**config.mk**
```make
export PLATFORM = sky130hd
export DESIGN_NAME = hvsync_timing_generator_flat
export DESIGN_NICKNAME = d
export VERILOG_FILES = /design/src/rtl/video_timing_pkg.sv /design/src/rtl/hvsync_timing_generator_if.sv /design/src/rtl/hvsync_timing_generator.sv /design/src/flat_wrapper.sv
export SDC_FILE = /design/constraint.sdc
export NUM_CORES = 1
export LEC_CHECK = 0
export CORE_MARGIN = 4
export CORE_UTILIZATION = 25
export DETAILED_ROUTE_END_ITERATION = 7
export RECOVER_POWER = 100
export SETUP_SLACK_MARGIN = 0.1
export SLEW_MARGIN = 20
export SYNTH_ARGS = -nofsm -noshare
export SYNTH_HDL_FRONTEND = slang
export SYNTH_SLANG_ARGS = --single-unit
export TNS_END_PERCENT = 5
```
**constraint.sdc**
```tcl
create_clock -name clk -period 2.4 [get_ports clk]
set_input_delay 0.36 -clock clk [delete_from_list [all_inputs] [get_ports clk]]
set_output_delay 0.36 -clock clk [all_outputs]
set_load 0.02 [all_outputs]
```
**src/rtl/video_timing_pkg.sv**
```systemverilog
// -----------------------------------------------------------------------------
// video_timing_pkg
// Shared raster timing constants for the video path. The eight base timing
// values are the defaults of hvsync_timing_generator; the derived START/END/MAX
// positions let the video driver and the timing generator agree on one raster.
// Also holds the beam counter width and a small window-compare helper.
// -----------------------------------------------------------------------------
package video_timing_pkg;

  // Horizontal timing, in pixel clocks
  localparam int H_DISPLAY = 256;
  localparam int H_BACK    = 23;
  localparam int H_FRONT   = 7;
  localparam int H_SYNC    = 23;

  // Vertical timing, in lines
  localparam int V_DISPLAY = 240;
  localparam int V_TOP     = 5;
  localparam int V_BOTTOM  = 14;
  localparam int V_SYNC    = 3;

  // Asserted levels of the sync outputs
  localparam logic HSYNC_ACTIVE = 1'b1;
  localparam logic VSYNC_ACTIVE = 1'b1;

  // Derived raster positions (sync sits after the front/bottom border)
  localparam int H_SYNC_START = H_DISPLAY + H_FRONT;
  localparam int H_SYNC_END   = H_SYNC_START + H_SYNC - 1;
  localparam int H_MAX        = H_DISPLAY + H_BACK + H_FRONT + H_SYNC - 1;
  localparam int V_SYNC_START = V_DISPLAY + V_BOTTOM;
  localparam int V_SYNC_END   = V_SYNC_START + V_SYNC - 1;
  localparam int V_MAX        = V_DISPLAY + V_TOP + V_BOTTOM + V_SYNC - 1;

  // Beam counter width and the largest position it can hold
  localparam int CNT_W     = 9;
  localparam int CNT_LIMIT = (32'sd1 <<< CNT_W) - 32'sd1;

  // True when val lies in the inclusive window [lo, hi]
  function automatic logic in_window(input logic [CNT_W-1:0] val,
                                     input logic [CNT_W-1:0] lo,
                                     input logic [CNT_W-1:0] hi);
    return (val >= lo) && (val <= hi);
  endfunction

endpackage

```
**src/rtl/hvsync_timing_generator_if.sv**
```systemverilog
// -----------------------------------------------------------------------------
// hvsync_timing_generator_if
// Raster timing bundle produced by hvsync_timing_generator.
//   hsync       registered horizontal sync
//   vsync       registered vertical sync (also the CPU frame tick)
//   display_on  high inside the visible area
//   hpos/vpos   beam counters
// master: the timing generator (drives everything)
// slave : consumers (video driver, CPU tick, RGB gating)
// -----------------------------------------------------------------------------
interface hvsync_timing_generator_if;
  import video_timing_pkg::*;

  logic             hsync;
  logic             vsync;
  logic             display_on;
  logic [CNT_W-1:0] hpos;
  logic [CNT_W-1:0] vpos;

  modport master (
    output hsync,
    output vsync,
    output display_on,
    output hpos,
    output vpos
  );

  modport slave (
    input hsync,
    input vsync,
    input display_on,
    input hpos,
    input vpos
  );

endinterface

```
**src/rtl/hvsync_timing_generator.sv**
```systemverilog
// -----------------------------------------------------------------------------
// hvsync_timing_generator
// Raster timing generator: horizontal/vertical beam counters, registered sync
// pulses and a combinational display-active flag, all from one pixel clock.
// Ports:
//   clk    in   pixel clock, rising edge
//   reset  in   asynchronous reset, active-low
//   o_vid  master modport of hvsync_timing_generator_if
//          (hsync, vsync, display_on, hpos, vpos)
// The sync registers sample the current counter value, so each pulse appears
// one clock after the counter enters the sync window.
// -----------------------------------------------------------------------------
module hvsync_timing_generator #(
  parameter int   H_DISPLAY    = video_timing_pkg::H_DISPLAY,
  parameter int   H_BACK       = video_timing_pkg::H_BACK,
  parameter int   H_FRONT      = video_timing_pkg::H_FRONT,
  parameter int   H_SYNC       = video_timing_pkg::H_SYNC,
  parameter int   V_DISPLAY    = video_timing_pkg::V_DISPLAY,
  parameter int   V_TOP        = video_timing_pkg::V_TOP,
  parameter int   V_BOTTOM     = video_timing_pkg::V_BOTTOM,
  parameter int   V_SYNC       = video_timing_pkg::V_SYNC,
  parameter logic HSYNC_ACTIVE = video_timing_pkg::HSYNC_ACTIVE,
  parameter logic VSYNC_ACTIVE = video_timing_pkg::VSYNC_ACTIVE
) (
  input  logic                      clk,
  input  logic                      reset,
  hvsync_timing_generator_if.master o_vid
);
  import video_timing_pkg::*;

  // Raster positions for this instance's parameter set
  localparam int H_SYNC_START_I = H_DISPLAY + H_FRONT;
  localparam int H_SYNC_END_I   = H_SYNC_START_I + H_SYNC - 1;
  localparam int H_MAX_I        = H_DISPLAY + H_BACK + H_FRONT + H_SYNC - 1;
  localparam int V_SYNC_START_I = V_DISPLAY + V_BOTTOM;
  localparam int V_SYNC_END_I   = V_SYNC_START_I + V_SYNC - 1;
  localparam int V_MAX_I        = V_DISPLAY + V_TOP + V_BOTTOM + V_SYNC - 1;

  // Any raster position that does not fit the counters is rejected here
  if ((H_MAX_I > CNT_LIMIT) || (V_MAX_I > CNT_LIMIT)) begin : g_range_error
    $error("hvsync_timing_generator: timing sums exceed the 9-bit counter range");
  end

  localparam logic [CNT_W-1:0] L_H_DISPLAY    = CNT_W'(H_DISPLAY);
  localparam logic [CNT_W-1:0] L_H_SYNC_START = CNT_W'(H_SYNC_START_I);
  localparam logic [CNT_W-1:0] L_H_SYNC_END   = CNT_W'(H_SYNC_END_I);
  localparam logic [CNT_W-1:0] L_H_MAX        = CNT_W'(H_MAX_I);
  localparam logic [CNT_W-1:0] L_V_DISPLAY    = CNT_W'(V_DISPLAY);
  localparam logic [CNT_W-1:0] L_V_SYNC_START = CNT_W'(V_SYNC_START_I);
  localparam logic [CNT_W-1:0] L_V_SYNC_END   = CNT_W'(V_SYNC_END_I);
  localparam logic [CNT_W-1:0] L_V_MAX        = CNT_W'(V_MAX_I);
  localparam logic [CNT_W-1:0] L_ZERO         = {CNT_W{1'b0}};
  localparam logic [CNT_W-1:0] L_ONE          = {{(CNT_W-1){1'b0}}, 1'b1};

  logic [CNT_W-1:0] r_hpos;
  logic [CNT_W-1:0] r_vpos;
  logic             r_hsync;
  logic             r_vsync;

  logic             w_h_wrap;
  logic [CNT_W-1:0] w_hpos_nxt;
  logic [CNT_W-1:0] w_vpos_nxt;
  logic             w_hsync_nxt;
  logic             w_vsync_nxt;
  logic             w_display_on;

  assign w_h_wrap = (r_hpos == L_H_MAX);

  // Horizontal counter: count up, wrap to 0 after the last clock of the line
  always_comb begin
    w_hpos_nxt = r_hpos;
    if (w_h_wrap) begin
      w_hpos_nxt = L_ZERO;
    end else begin
      w_hpos_nxt = r_hpos + L_ONE;
    end
  end

  // Vertical counter: steps only on the line-wrap clock, wraps on the same edge
  always_comb begin
    w_vpos_nxt = r_vpos;
    if (w_h_wrap) begin
      if (r_vpos == L_V_MAX) begin
        w_vpos_nxt = L_ZERO;
      end else begin
        w_vpos_nxt = r_vpos + L_ONE;
      end
    end else begin
      w_vpos_nxt = r_vpos;
    end
  end

  // Sync levels decoded from the current (not next) counter values
  always_comb begin
    w_hsync_nxt = ~HSYNC_ACTIVE;
    w_vsync_nxt = ~VSYNC_ACTIVE;
    if (in_window(r_hpos, L_H_SYNC_START, L_H_SYNC_END)) begin
      w_hsync_nxt = HSYNC_ACTIVE;
    end else begin
      w_hsync_nxt = ~HSYNC_ACTIVE;
    end
    if (in_window(r_vpos, L_V_SYNC_START, L_V_SYNC_END)) begin
      w_vsync_nxt = VSYNC_ACTIVE;
    end else begin
      w_vsync_nxt = ~VSYNC_ACTIVE;
    end
  end

  // Visible-area flag follows the counters with no register stage
  always_comb begin
    w_display_on = 1'b0;
    if ((r_hpos < L_H_DISPLAY) && (r_vpos < L_V_DISPLAY)) begin
      w_display_on = 1'b1;
    end else begin
      w_display_on = 1'b0;
    end
  end

  // Beam counters and sync registers; reset parks the beam at the origin
  always_ff @(posedge clk or negedge reset) begin
    if (!reset) begin
      r_hpos  <= L_ZERO;
      r_vpos  <= L_ZERO;
      r_hsync <= ~HSYNC_ACTIVE;
      r_vsync <= ~VSYNC_ACTIVE;
    end else begin
      r_hpos  <= w_hpos_nxt;
      r_vpos  <= w_vpos_nxt;
      r_hsync <= w_hsync_nxt;
      r_vsync <= w_vsync_nxt;
    end
  end

  assign o_vid.hpos       = r_hpos;
  assign o_vid.vpos       = r_vpos;
  assign o_vid.hsync      = r_hsync;
  assign o_vid.vsync      = r_vsync;
  assign o_vid.display_on = w_display_on;

endmodule

```
**src/flat_wrapper.sv**
```systemverilog
// flat-port wrapper written by rule: the top's interface ports become plain ports
module hvsync_timing_generator_flat import video_timing_pkg::*;
#(
  parameter int   H_DISPLAY    = video_timing_pkg::H_DISPLAY,
  parameter int   H_BACK       = video_timing_pkg::H_BACK,
  parameter int   H_FRONT      = video_timing_pkg::H_FRONT,
  parameter int   H_SYNC       = video_timing_pkg::H_SYNC,
  parameter int   V_DISPLAY    = video_timing_pkg::V_DISPLAY,
  parameter int   V_TOP        = video_timing_pkg::V_TOP,
  parameter int   V_BOTTOM     = video_timing_pkg::V_BOTTOM,
  parameter int   V_SYNC       = video_timing_pkg::V_SYNC,
  parameter logic HSYNC_ACTIVE = video_timing_pkg::HSYNC_ACTIVE,
  parameter logic VSYNC_ACTIVE = video_timing_pkg::VSYNC_ACTIVE
)
  (clk, reset, o_vid_hsync, o_vid_vsync, o_vid_display_on, o_vid_hpos, o_vid_vpos);
  hvsync_timing_generator_if o_vid_i ();
  input  logic clk;
  input  logic reset;
  output wire logic [$bits(o_vid_i.hsync)-1:0] o_vid_hsync;
  output wire logic [$bits(o_vid_i.vsync)-1:0] o_vid_vsync;
  output wire logic [$bits(o_vid_i.display_on)-1:0] o_vid_display_on;
  output wire logic [$bits(o_vid_i.hpos)-1:0] o_vid_hpos;
  output wire logic [$bits(o_vid_i.vpos)-1:0] o_vid_vpos;
  assign o_vid_hsync = o_vid_i.hsync;
  assign o_vid_vsync = o_vid_i.vsync;
  assign o_vid_display_on = o_vid_i.display_on;
  assign o_vid_hpos = o_vid_i.hpos;
  assign o_vid_vpos = o_vid_i.vpos;
  hvsync_timing_generator #(.H_DISPLAY(H_DISPLAY), .H_BACK(H_BACK), .H_FRONT(H_FRONT), .H_SYNC(H_SYNC), .V_DISPLAY(V_DISPLAY), .V_TOP(V_TOP), .V_BOTTOM(V_BOTTOM), .V_SYNC(V_SYNC), .HSYNC_ACTIVE(HSYNC_ACTIVE), .VSYNC_ACTIVE(VSYNC_ACTIVE)) u_core (.clk(clk), .reset(reset), .o_vid(o_vid_i));
endmodule
```
* Yosys cells after proc, flatten, opt, wreduce, memory -nomap -nowiden
Index checks and enable logic that the tools add are counted.
** Cells by class
- Reductions and logical operators :: 3
- $add $sub $neg :: 2
- Multiplexer cells :: 5
- Equal/unequal tests :: 2
- Order comparisons :: 6
** Operators by type and width (count)
- $add 9x1->9 const B :: 2
- $eq 9x9->1 const B :: 2
- $le 9x9->1 const B :: 2
- $mux 9 :: 2
- $ge 9x8->1 const B :: 1
- $ge 9x9->1 const B :: 1
- $lt 9x8->1 const B :: 1
- $lt 9x9->1 const B :: 1
- $logic_and 1x1->1 :: 3
- $mux 1 :: 3
** Word-level totals
- Word-level logic and storage cells :: 22
- Bits of input ports :: 2
- Flip-flop bits (word level) :: 20
- Output and inout bits :: 21

* Depth between registers and ports, before layout
- Depth in word-level cells :: 3
- Mapped depth :: 7

* Worst setup path after synthesis
No wires, ideal clock.
- Kind :: register to register
- Start :: register u_core.r_hpos[0], in the netlist u_core.o_vid.hpos[0]
- End :: register u_core.r_vpos[7], in the netlist u_core.o_vid.vpos[7]
- Arrival :: 1784 ps
- Period minus slack after synthesis :: 1864 ps
- Path slack :: 536 ps
- Cell stages (with the launch flop) :: 8
- Setup time :: 80 ps
- Cell sequence :: dfrtp_1 -> inv_1 -> ha_1 -> nand4bb_4 -> or3_1 -> buf_6 -> nor4_4 -> xor2_1
** On the way
- Word-level cells in the longest chain between the ends :: 1
** RTL lines
- from (decl) :: line hvsync_timing_generator.sv:55 : logic [CNT_W-1:0] r_hpos;
- from (signal assigned) :: line hvsync_timing_generator.sv:127 : r_hpos <= w_hpos_nxt;
- $eq 9x9->1 :: line hvsync_timing_generator.sv:67 : assign w_h_wrap = (r_hpos == L_H_MAX);
- to (signal assigned) :: line hvsync_timing_generator.sv:128 : r_vpos <= w_vpos_nxt;
- to (decl) :: line hvsync_timing_generator.sv:56 : logic [CNT_W-1:0] r_vpos;
Every way passes these cells.
A chain may end at the register's enable or synchronous reset.

* Final worst setup path
- Start :: register u_core.r_vpos[4], in the netlist u_core.o_vid.vpos[4]
- End :: output o_vid_display_on
** On the way
- Word-level cells in the longest chain between the ends :: 3
** RTL lines
- $lt 9x8->1 :: line hvsync_timing_generator.sv:112 : if ((r_hpos < L_H_DISPLAY) && (r_vpos < L_V_DISPLAY)) begin
- $logic_and 1x1->1 :: line hvsync_timing_generator.sv:112
- $mux 1 :: line hvsync_timing_generator.sv:112
- to (decl) :: line flat_wrapper.sv:21 : output wire logic [$bits(o_vid_i.display_on)-1:0] o_vid_display_on;
Every way passes these cells.

==> results.json <==
{
  "finalCritPeriodShare_pct": 91.1,
  "power_frac_seq_pct": 55.7,
  "crit_path_max_fanout": 6,
  "regToRegSetupSlack_ns": 0.36,
  "synth_ff_type": "dfrtp_1",
  "ys_warn_count": 0,
  "hpwl_mm": 1.68,
  "worstSetupEndpoint": "o_vid_display_on",
  "drt-initial-drc-count": 36,
  "fin_skew_ns": 0.00173,
  "die_area_um2": 5230,
  "arrival_ns": 1.83,
  "num_vias": 815,
  "critPathCaptureType": "output pin",
  "grt_pass1_vias": 884,
  "cts_num_sinks": 20,
  "worstSkewPairLatency_ns": 0.26,
  "cts_root_buf": "clkbuf_8",
  "clk_pin_slew_worst_paths_ns": 0.07,
  "num_antenna_cells": 0,
  "final_nets": 133,
  "overflow": 0,
  "syn_area_per_cell_um2": 10.5,
  "clock.fmax_ghz": 0.458,
  "worstSetupPathType": "flop to output pin",
  "ir_drop_v": 0.000287,
  "antenna_found_initial": 0,
  "worst-endpoint-required_ns": 2.04,
  "via_per_inst": 4.66,
  "die_h_um": 72.3,
  "worst-r2r-cell-count": 6,
  "cts_tree": "done",
  "drtAntennaViolNets": 0,
  "globalplace.congestion": 0.830,
  "cts_setup_buffers": 0,
  "ys_seq_area_share_pct": 48.4,
  "async_flop_share_pct": 100,
  "grt.total_usage_pct": 10.2,
  "drv_cap": 0,
  "setup_viol": 0,
  "grt_first_pass_wirelength_mm": 4.22,
  "finalSetupTns_ns": 0,
  "slew_headroom_pct": 28.8,
  "whs_path_depth": 1,
  "clockBufferDepth": 2,
  "period_minus_slack_ns": 2.19,
  "rsz0062_at_grt": "no",
  "hold_class": "flop to flop",
  "finalHoldViolations": 0,
  "wire_per_inst_um": 13.4,
  "grt_max_degree": 21,
  "worstReg2RegStart": "u_core.o_vid.hpos[0]",
  "rr_endpoint": "u_core.o_vid.vpos[7]",
  "syn_to_final_growth_pct": 29.2,
  "comb_power_share_pct": 1.3,
  "syn_nets": 105,
  "drive_gt1_share_pct": 5.60,
  "port_buffers": 22,
  "internal_power_w": 0.000484,
  "synth_cell_types": 30,
  "p_per_area_nw_per_um2": 453,
  "n_fill_cell": 404,
  "postCtsHoldBufs": 0,
  "cts-buffers-inserted": 3,
  "tightestPinTransition_ns": 1.07,
  "maxSlewViolCount": 0,
  "crit_path_start": "u_core.o_vid.vpos[4]",
  "syn_inst": 98,
  "core_area_um2": 4000,
  "synth-edff-count": 0,
  "leakage_nw": 0.621,
  "num_io_pins": 23,
  "synth_area_um2": 1030,
  "cts.htree.levels": 1,
  "whs_ns": 0.517,
  "drt-pass1-iter-count": 4,
  "ys_ff_latch": 20,
  "route.detailed.drc": 0,
  "p_sw_w": 0.000120,
  "initial_core_util_pct": 25.8,
  "placementRows": 23,
  "clkPwrFrac_pct": 43.0,
  "die_w_um": 72.3,
  "finalWirelength_mm": 2.35,
  "finalPower_w": 0.000605,
  "cts.repair.resized": 0,
  "swShare_pct": 19.9,
  "crit_path_start_kind": "flop",
  "status": "finished, final reports clean"
}
area by class of cell:
class / count / area (µm²) / share of cell area (%)
inverter: 4 / 15.0 / 1.12
multi-input combinational: 73 / 474 / 35.5
tap: 50 / 62.6 / 4.69
clock buffer: 4 / 55.1 / 4.12
timing repair buffer: 24 / 228 / 17.1
sequential: 20 / 500 / 37.5
stage by stage:
stage,area [µm²],utilization [%],setup WS (ns),cells
final,1340,33.4,0.215,175
after detailed placement,1320,33.0,0.458,171
after global routing,1340,33.4,0.0770,175
after CTS,1380,34.4,0.248,175
after floorplan,1030,-,0.536,98
after global placement,1320,33.0,0.544,171
cell usage after synthesis, types with 2 or more instances:
| library cell | instances | share of area (%) |
|---|---|---|
| nor3_1 | 2 | 0.97 |
| dfrtp_1 | 20 | 48 |
| nand4_1 | 2 | 1.2 |
| o22ai_1 | 3 | 1.8 |
| o21ai_0 | 3 | 1.5 |
| inv_1 | 4 | 1.5 |
| ha_1 | 5 | 6.1 |
| a21oi_1 | 2 | 0.97 |
| xor2_1 | 9 | 7.6 |
| nand3_1 | 6 | 2.9 |
| xnor2_1 | 2 | 1.7 |
| nand2_1 | 8 | 2.9 |
| nor2_1 | 13 | 4.7 |
| nand4b_1 | 2 | 1.7 |
| nor4_1 | 2 | 1.2 |
worst min path at each step:
stage	startpoint	end	slack (ns)
2_1_floorplan	reset	u_core.o_vid.hpos[0]	0.06
3_3_place_gp	u_core.o_vid.hpos[7]	u_core.o_vid.hpos[7]	0.51
3_5_place_dp	u_core.o_vid.hpos[7]	u_core.o_vid.hpos[7]	0.51
4_1_cts	reset	u_core.o_vid.hpos[5]	0.44
5_1_grt	u_core.o_vid.hpos[7]	u_core.o_vid.hpos[7]	0.55
6_report	u_core.o_vid.hpos[7]	u_core.o_vid.hpos[7]	0.52
cell usage in the layout, fill, tap and decap left out, drive strengths merged:
| cell type | count |
|---|---|
| o21ai | 3 |
| o2bb2ai | 1 |
| inv | 4 |
| nand3 | 6 |
| mux2i | 1 |
| or3 | 1 |
| nor3b | 1 |
| nand4 | 2 |
| o22ai | 3 |
| nor3 | 3 |
| xor2 | 9 |
| a21oi | 2 |
| nand2b | 1 |
| o31ai | 1 |
| xnor2 | 2 |
| nor2 | 13 |
| nand4b | 2 |
| a31oi | 1 |
| nand2 | 8 |
| nor2b | 1 |
| and3 | 1 |
| nand4bb | 1 |
| and2 | 1 |
| ha | 5 |
| dlygate4sd3 | 22 |
| clkbuf | 6 |
| nor4 | 3 |
| dfrtp | 20 |
| a211o | 1 |
flip-flops by register name, summed over array words and instances (netlist names):
| register | count |
|---|---|
| u_core.o_vid.hpos | 9 |
| u_core.o_vid.vpos | 9 |
| u_core.o_vid.vsync | 1 |
| u_core.o_vid.hsync | 1 |
power by group through the flow:
stage / clock (W) / sequential (W) / combinational (W)
after floorplan: 0 / 0.000343 / 0.000000000219
after global routing: 0.000289 / 0.000337 / 0.00000991
after global placement: 0 / 0.000343 / 0.00000943
after CTS: 0.000268 / 0.000337 / 0.00000961
after detailed placement: 0 / 0.000343 / 0.00000961
final: 0.000260 / 0.000337 / 0.00000782
metal layers:
metal / vias up / wire length (µm) / track usage (%)
met2: 23 / 1090 / 16.8
met5: - / 0 / 0
met4: 0 / 24 / 3.34
li1: 394 / - / -
met1: 394 / 1070 / 12.0
met3: 4 / 170 / 4.29
critical path, stage by stage (launching register included):
cell	delay, ns
dfrtp_1	0.45
nand4_1	0.21
nor3b_1	0.20
dlygate4sd3_1	0.70
cells by family (layout without fill, tap and decap cells):
group / Yosys count / after routing / synth area share (%)
xor gates and xnor gates: 11 / 11 / 9.32
and+or+nand+nor: 44 / 44 / 25.3
adders and majority gates: 5 / 5 / 6.05
AOI/OAI and AO/OA: 12 / 12 / 7.39
buffers and inverters: 5 / 32 / 2.54
DFF: 20 / 20 / 48.4
muxes: 1 / 1 / 0.969
(Power assumes the default switching activity.)
